File: config.mk
export PLATFORM = sky130hd
export DESIGN_NAME = mem_access_unit
export DESIGN_NICKNAME = d
export VERILOG_FILES = /design/src/rtl/mem_access_unit.sv
export SDC_FILE = /design/constraint.sdc
export NUM_CORES = 1
export LEC_CHECK = 0
export BUFFER_PORTS_ARGS = -buffer_cell sky130_fd_sc_hd__buf_2
export CAP_MARGIN = 0
export CORE_MARGIN = 5
export CORE_UTILIZATION = 45
export CTS_CLUSTER_SIZE = 28
export DETAILED_ROUTE_END_ITERATION = 12
export GPL_ROUTABILITY_DRIVEN = 0
export MAX_ROUTING_LAYER = met4
export PLACE_DENSITY_LB_ADDON = 0.15
export SYNTH_ARGS = -nofsm -noshare
export SYNTH_HDL_FRONTEND = slang
export SYNTH_SLANG_ARGS = --single-unit
export TNS_END_PERCENT = 5
File: constraint.sdc
create_clock -name clk -period 3.18 [get_ports clk]
set_input_delay 0.477 -clock clk [delete_from_list [all_inputs] [get_ports clk]]
set_output_delay 0.477 -clock clk [all_outputs]
set_load 0.05 [all_outputs]
File: src/rtl/mem_access_unit.sv
// Load/store unit: one request/grant/response access on the data-memory port.
// Returns the extended load value or zero, plus a misaligned/timeout status.
module mem_access_unit #(
    parameter int unsigned TIMEOUT_CYCLES = 255
) (
    input  logic        clk,
    input  logic        rstn,
    input  logic        req_valid,
    output logic        req_ready,
    input  logic [3:0]  mem_op,
    input  logic [63:0] addr,
    input  logic [63:0] wdata,
    output logic        mem_req,
    input  logic        mem_gnt,
    output logic [63:0] mem_addr,
    output logic        mem_wen,
    output logic [7:0]  mem_wmask,
    output logic [63:0] mem_wdata,
    input  logic        mem_rvalid,
    input  logic [63:0] mem_rdata,
    output logic        resp_valid,
    input  logic        resp_ready,
    output logic [63:0] resp_data,
    output logic [1:0]  resp_err
);

    typedef enum logic [1:0] {
        IDLE = 2'd0,
        REQ  = 2'd1,
        WAIT = 2'd2,
        RESP = 2'd3
    } state_t;

    localparam logic [16:0] TO_LIMIT = 17'(TIMEOUT_CYCLES);

    state_t      state_q;
    logic [15:0] cnt_q;
    logic        st_q;
    logic        uns_q;
    logic [1:0]  size_q;
    logic [2:0]  off_q;
    logic [63:0] mem_addr_q;
    logic        mem_wen_q;
    logic [7:0]  mem_wmask_q;
    logic [63:0] mem_wdata_q;
    logic [63:0] resp_data_q;
    logic [1:0]  resp_err_q;

    logic        misal;
    logic [7:0]  lanes;
    logic [7:0]  wmask_d;
    logic [63:0] wdata_d;
    logic [63:0] sh;
    logic [63:0] ld_data_d;
    logic [16:0] cnt_inc;

    always_comb begin
        misal = 1'b0;
        lanes = 8'h01;
        unique case (mem_op[1:0])
            2'd0: begin
                misal = 1'b0;
                lanes = 8'h01;
            end
            2'd1: begin
                misal = addr[0];
                lanes = 8'h03;
            end
            2'd2: begin
                misal = |addr[1:0];
                lanes = 8'h0F;
            end
            2'd3: begin
                misal = |addr[2:0];
                lanes = 8'hFF;
            end
        endcase
        wmask_d = mem_op[3] ? (lanes << addr[2:0]) : 8'h00;
        wdata_d = mem_op[3] ? (wdata << {addr[2:0], 3'b000}) : 64'd0;
    end

    always_comb begin
        sh = mem_rdata >> {off_q, 3'b000};
        ld_data_d = sh;
        unique case (size_q)
            2'd0: ld_data_d = uns_q ? {56'd0, sh[7:0]}
                                    : {{56{sh[7]}}, sh[7:0]};
            2'd1: ld_data_d = uns_q ? {48'd0, sh[15:0]}
                                    : {{48{sh[15]}}, sh[15:0]};
            2'd2: ld_data_d = uns_q ? {32'd0, sh[31:0]}
                                    : {{32{sh[31]}}, sh[31:0]};
            2'd3: ld_data_d = sh;
        endcase
    end

    assign cnt_inc = {1'b0, cnt_q} + 17'd1;

    always_ff @(posedge clk or negedge rstn) begin
        if (!rstn) begin
            state_q     <= IDLE;
            cnt_q       <= '0;
            st_q        <= 1'b0;
            uns_q       <= 1'b0;
            size_q      <= '0;
            off_q       <= '0;
            mem_addr_q  <= '0;
            mem_wen_q   <= 1'b0;
            mem_wmask_q <= '0;
            mem_wdata_q <= '0;
            resp_data_q <= '0;
            resp_err_q  <= 2'b00;
        end else begin
            unique case (state_q)
                IDLE: begin
                    if (req_valid) begin
                        st_q   <= mem_op[3];
                        uns_q  <= mem_op[2];
                        size_q <= mem_op[1:0];
                        off_q  <= addr[2:0];
                        if (misal) begin
                            resp_data_q <= '0;
                            resp_err_q  <= 2'b01;
                            state_q     <= RESP;
                        end else begin
                            mem_addr_q  <= {addr[63:3], 3'b000};
                            mem_wen_q   <= mem_op[3];
                            mem_wmask_q <= wmask_d;
                            mem_wdata_q <= wdata_d;
                            state_q     <= REQ;
                        end
                    end
                end
                REQ: begin
                    if (mem_gnt) state_q <= WAIT;
                end
                WAIT: begin
                    // A response arriving on the timeout cycle still wins.
                    if (mem_rvalid) begin
                        resp_data_q <= st_q ? 64'd0 : ld_data_d;
                        resp_err_q  <= 2'b00;
                        cnt_q       <= '0;
                        state_q     <= RESP;
                    end else if (TO_LIMIT != 17'd0 && cnt_inc == TO_LIMIT) begin
                        resp_data_q <= '0;
                        resp_err_q  <= 2'b10;
                        cnt_q       <= '0;
                        state_q     <= RESP;
                    end else begin
                        cnt_q <= cnt_inc[15:0];
                    end
                end
                RESP: begin
                    if (resp_ready) state_q <= IDLE;
                end
            endcase
        end
    end

    assign req_ready  = (state_q == IDLE);
    assign mem_req    = (state_q == REQ);
    assign resp_valid = (state_q == RESP);
    assign mem_addr   = mem_addr_q;
    assign mem_wen    = mem_wen_q;
    assign mem_wmask  = mem_wmask_q;
    assign mem_wdata  = mem_wdata_q;
    assign resp_data  = resp_data_q;
    assign resp_err   = resp_err_q;

endmodule
==> summary.md <==
| Metric | Value |
|---|---|
| Max Clk Rate | 337 MHz |
| Antenna violations before repair | 6 |
| Max-cap violations | 0 |
| Slowest stage delay, CP | 430 ps |
| CTS Buffer Depth | 3 |
| Comb power frac | 56.0% |
| Minimum clock period | 2960 ps |
| Total gr overflow | 0 |
| WL final | 41.7 mm |
| Worst r2r src | cnt_q[0]$_DFFE_PN0P_ |
| Relative slew margins | 46.2% |
| Clock Latency Late Sink | roughly 540 ps |
| Vias in the first global route | 11.1k |
| Via count | 10.8k |
| Worst Path Required | roughly 3600 ps |
| WL per Instance | 21.9 µm |
| DRC | 0 |
| Worst Hold Launch | addr[56] |
| Levels on crit path | 9 |
| Core Box Area | 27800 µm² |
| Nets | 1707 |
| Status | finished, final reports clean |
| Worst r2r path cells | 9 |
| DRT Pass-1 Iters | 5 |
| CP max stage cell | dfrtp_1 |
| Drt initial violations | 1022 |
| Unrepaired setup endpoints after global routing | no |
| HPWL after DPL | roughly 31 mm |
| Crit path arrival time | 3380 ps |
| Crit-path cells | ha_1, nand3_2, nor4_4, nand3_2, a211oi_4, a21oi_4, nor2_8, buf_12, mux2_2 |
| Layout cell share with drive strength beyond 1 | around 45% |
| CP endpoint | resp_data[63]$_DFFE_PN0P_ |
| Critical path's most frequent cell | nand3_2 |
| # H-tree levels | 1 |
| Number of enable flip-flop cells after synthesis | 0 |
| Static Leakage | 7.84 nW |
| NetSw | 9.08 mW |
| CP top delay family | simple AND/OR/NAND/NOR gates |
| Internal | 9.02 mW |
| R2R Setup Slk | roughly 220 ps |
| Fin Setup TNS | 0 ps |
| Die Wd | 178 µm |
| DR vias/cell | 5.70 |
| Number of clock sinks | 225 |
| Largest fanout on the critical path | 38 |
| Switch share | 50.2% |
| Distinct cells, synth | 58 |
| Maximum number of pins on one net before global-route repair | 91 |
| Clock Pin Slew Worst Setup and Hold Paths | 60 ps |
| Critical path origin | cnt_q[0]$_DFFE_PN0P_ |
| Gate Count Post-Synth | about 1.1k |
| Final hold vios | 0 |
| WHS | between 150 and 200 ps |
| Hold Crit Class | input port to flop |
| Avg Inst Size Synth | 11.3 µm² |
| Rows | 61 |
| Antenna Nets Post-Route | 0 |
| Yosys reg bits | 225 |
| Die height | ~180 µm |
| Maximum vdd drop | between 0.0006 and 0.0007 V |
| Primary FF master, synth | dfrtp_1 |
| Worst-case clock skew | 13.4 ps |
| Startpoint types | flop |
| Root buffer cell | clkbuf_16 |
| Worst-Margin Slew | 805 ps |
| Inst Count DP | 1848 |
| Crit share post-route | 93.2% |
| CTS tree | done |
| Port bufs | roughly 400 |
| Crit Path Class | flop to flop |
| Post-synthesis sequential area ratio | 44.4% |
| Fin cells | between 1.5k and 2k |
| Clock power frac | 17.3% |
| Endpoints failing setup | 0 |
| Global-route usage over all layers | 26.2% |
| First-pass GRT wire length | 63.2 mm |
| Initial core utilization | a little under half |
| Reg power frac | 26.7% |
| CTS buffer count | 26 |
| Slew Viols, Final | 0 |
| Cell area after technology mapping | ~13000 µm² |
| Power Dens Cells | 1130 nW/µm² |
| Die area | 31600 µm² |
| Asr flop ratio synth | 100% |
| Syn-to-layout area delta | 26.5% |
| Critical path endpoint category | flop |
| Ports | around 400 |
| WP buf/inv | 1 |
| Reg2reg end | resp_data[63]$_DFFE_PN0P_ |
| Synth warnings | 0 |
-- placed cells by master, fill, tap and decap left out, types with 33 or more instances in the layout --
| cell | Yosys | routed |
|---|---|---|
| mux2i_1 | 70 | 70 |
| nor2_1 | 34 | 33 |
| a22o_1 | 33 | 33 |
| o21ai_0 | 89 | 89 |
| mux4_2 | 43 | 43 |
| mux2_4 | 52 | 52 |
| mux2_2 | 89 | 89 |
| dfrtp_1 | 225 | 223 |
| a21oi_1 | 68 | 68 |
| nand2_1 | 116 | 116 |
| buf_2 | 4 | 402 |
-- power groups by stage --
stage / clock network [mW] / logic [mW] / registers (mW)
floorplan: 0 / 3.96 / 8.46
global placement: 0 / 10.1 / 4.83
detailed placement: 0 / 10.2 / 4.84
CTS: 3.18 / 10.2 / 4.83
global route: 3.30 / 10.7 / 4.96
finish: 3.13 / 10.1 / 4.84
-- kinds of logic (layout without fill, tap and decap cells) --
logic type,Yosys count,count (layout),synth area share [%]
AND/OR/NAND/NOR,219,219,8.08
XOR/XNOR,7,7,0.483
flip-flops,225,225,44.4
other,1,10,0.0296
AO/OA/AOI/OAI,292,292,14.9
adder cells (fa/ha/maj),6,6,0.592
multiplexers,254,254,27.2
buffers and inverters,114,511,4.33
-- how the worst min path moves through the flow --
stage                           endpoint  slack [ps]  cells past startpoint
2_1_floorplan       cnt_q[0]$_DFFE_PN0P_         180                      0
3_3_place_gp   mem_wdata[12]$_DFFE_PN0P_         460                      2
3_5_place_dp    mem_wmask[0]$_DFFE_PN0P_         460                      1
5_1_grt         mem_addr[55]$_DFFE_PN0P_         150                      2
6_report        mem_addr[56]$_DFFE_PN0P_         170                      2
4_1_cts         mem_addr[45]$_DFFE_PN0P_         140                      2
-- layout make-up --
cell class              count  area (µm²)
fillers                  2458       11700
multi-input cells         781        6550
flip-flops and latches    225        5630
repair buffers            439        2370
clock buffers              34         751
well taps                 378         473
clock inverters            12         146
inverters                  26        97.6
diodes                      7        17.5
-- state kept, by name (all words and copies together), names as in the netlist --
register,flops
resp_data,64
mem_wmask,8
mem_wdata,64
uns_q,1
mem_wen,1
size_q,2
st_q,1
mem_addr,61
resp_err,2
state_q,2
off_q,3
cnt_q,16
-- Yosys cell counts (10+ instances only) --
master     count  share of area [%]
nand2_1      116                3.4
inv_1         23               0.68
mux2_2        89                7.9
o21ai_0       89                3.5
mux2i_1       70                5.5
dfrtp_1      225                 44
a22o_1        33                2.3
clkbuf_1      61                1.8
nor3_1        15               0.59
o22ai_1       11               0.54
buf_1         10               0.30
nor2_1        34                1.0
a211oi_1      29                1.7
a221oi_1      12               0.83
a21oi_1       68                2.7
o2bb2ai_1     10               0.69
mux2_4        52                6.2
nor2b_1       17               0.84
mux4_2        43                7.6
-- through the flow --
stage | utilization [%] | area (µm²) | power (mW) | setup WS, ps
finish | 57.7 | 16000 | 18.1 | 216
floorplan | - | 12700 | 12.4 | 509
detailed placement | 54.4 | 15100 | 15.0 | 163
CTS | 57.6 | 16000 | 18.2 | 156
global route | 57.7 | 16000 | 18.9 | 42.0
global placement | 54.4 | 15100 | 14.9 | 273
-- what timing repair did --
item	in CTS	in global routing
resized for setup	0	1
setup endpoints to repair	0	36
buffers inserted	0	0
endpoints found under the hold margin	50	0
hold buffers	1	0
-- routing by layer --
metal | global-route usage [%] | wire length, µm | up-vias
met3 | 6.22 | 3500 | 85
li1 | - | - | 4925
met5 | - | 0 | -
met4 | 9.60 | 1460 | 0
met2 | 42.5 | 20500 | 478
met1 | 32.0 | 16200 | 5359
Note: power is estimated with default switching activity, not from simulation.
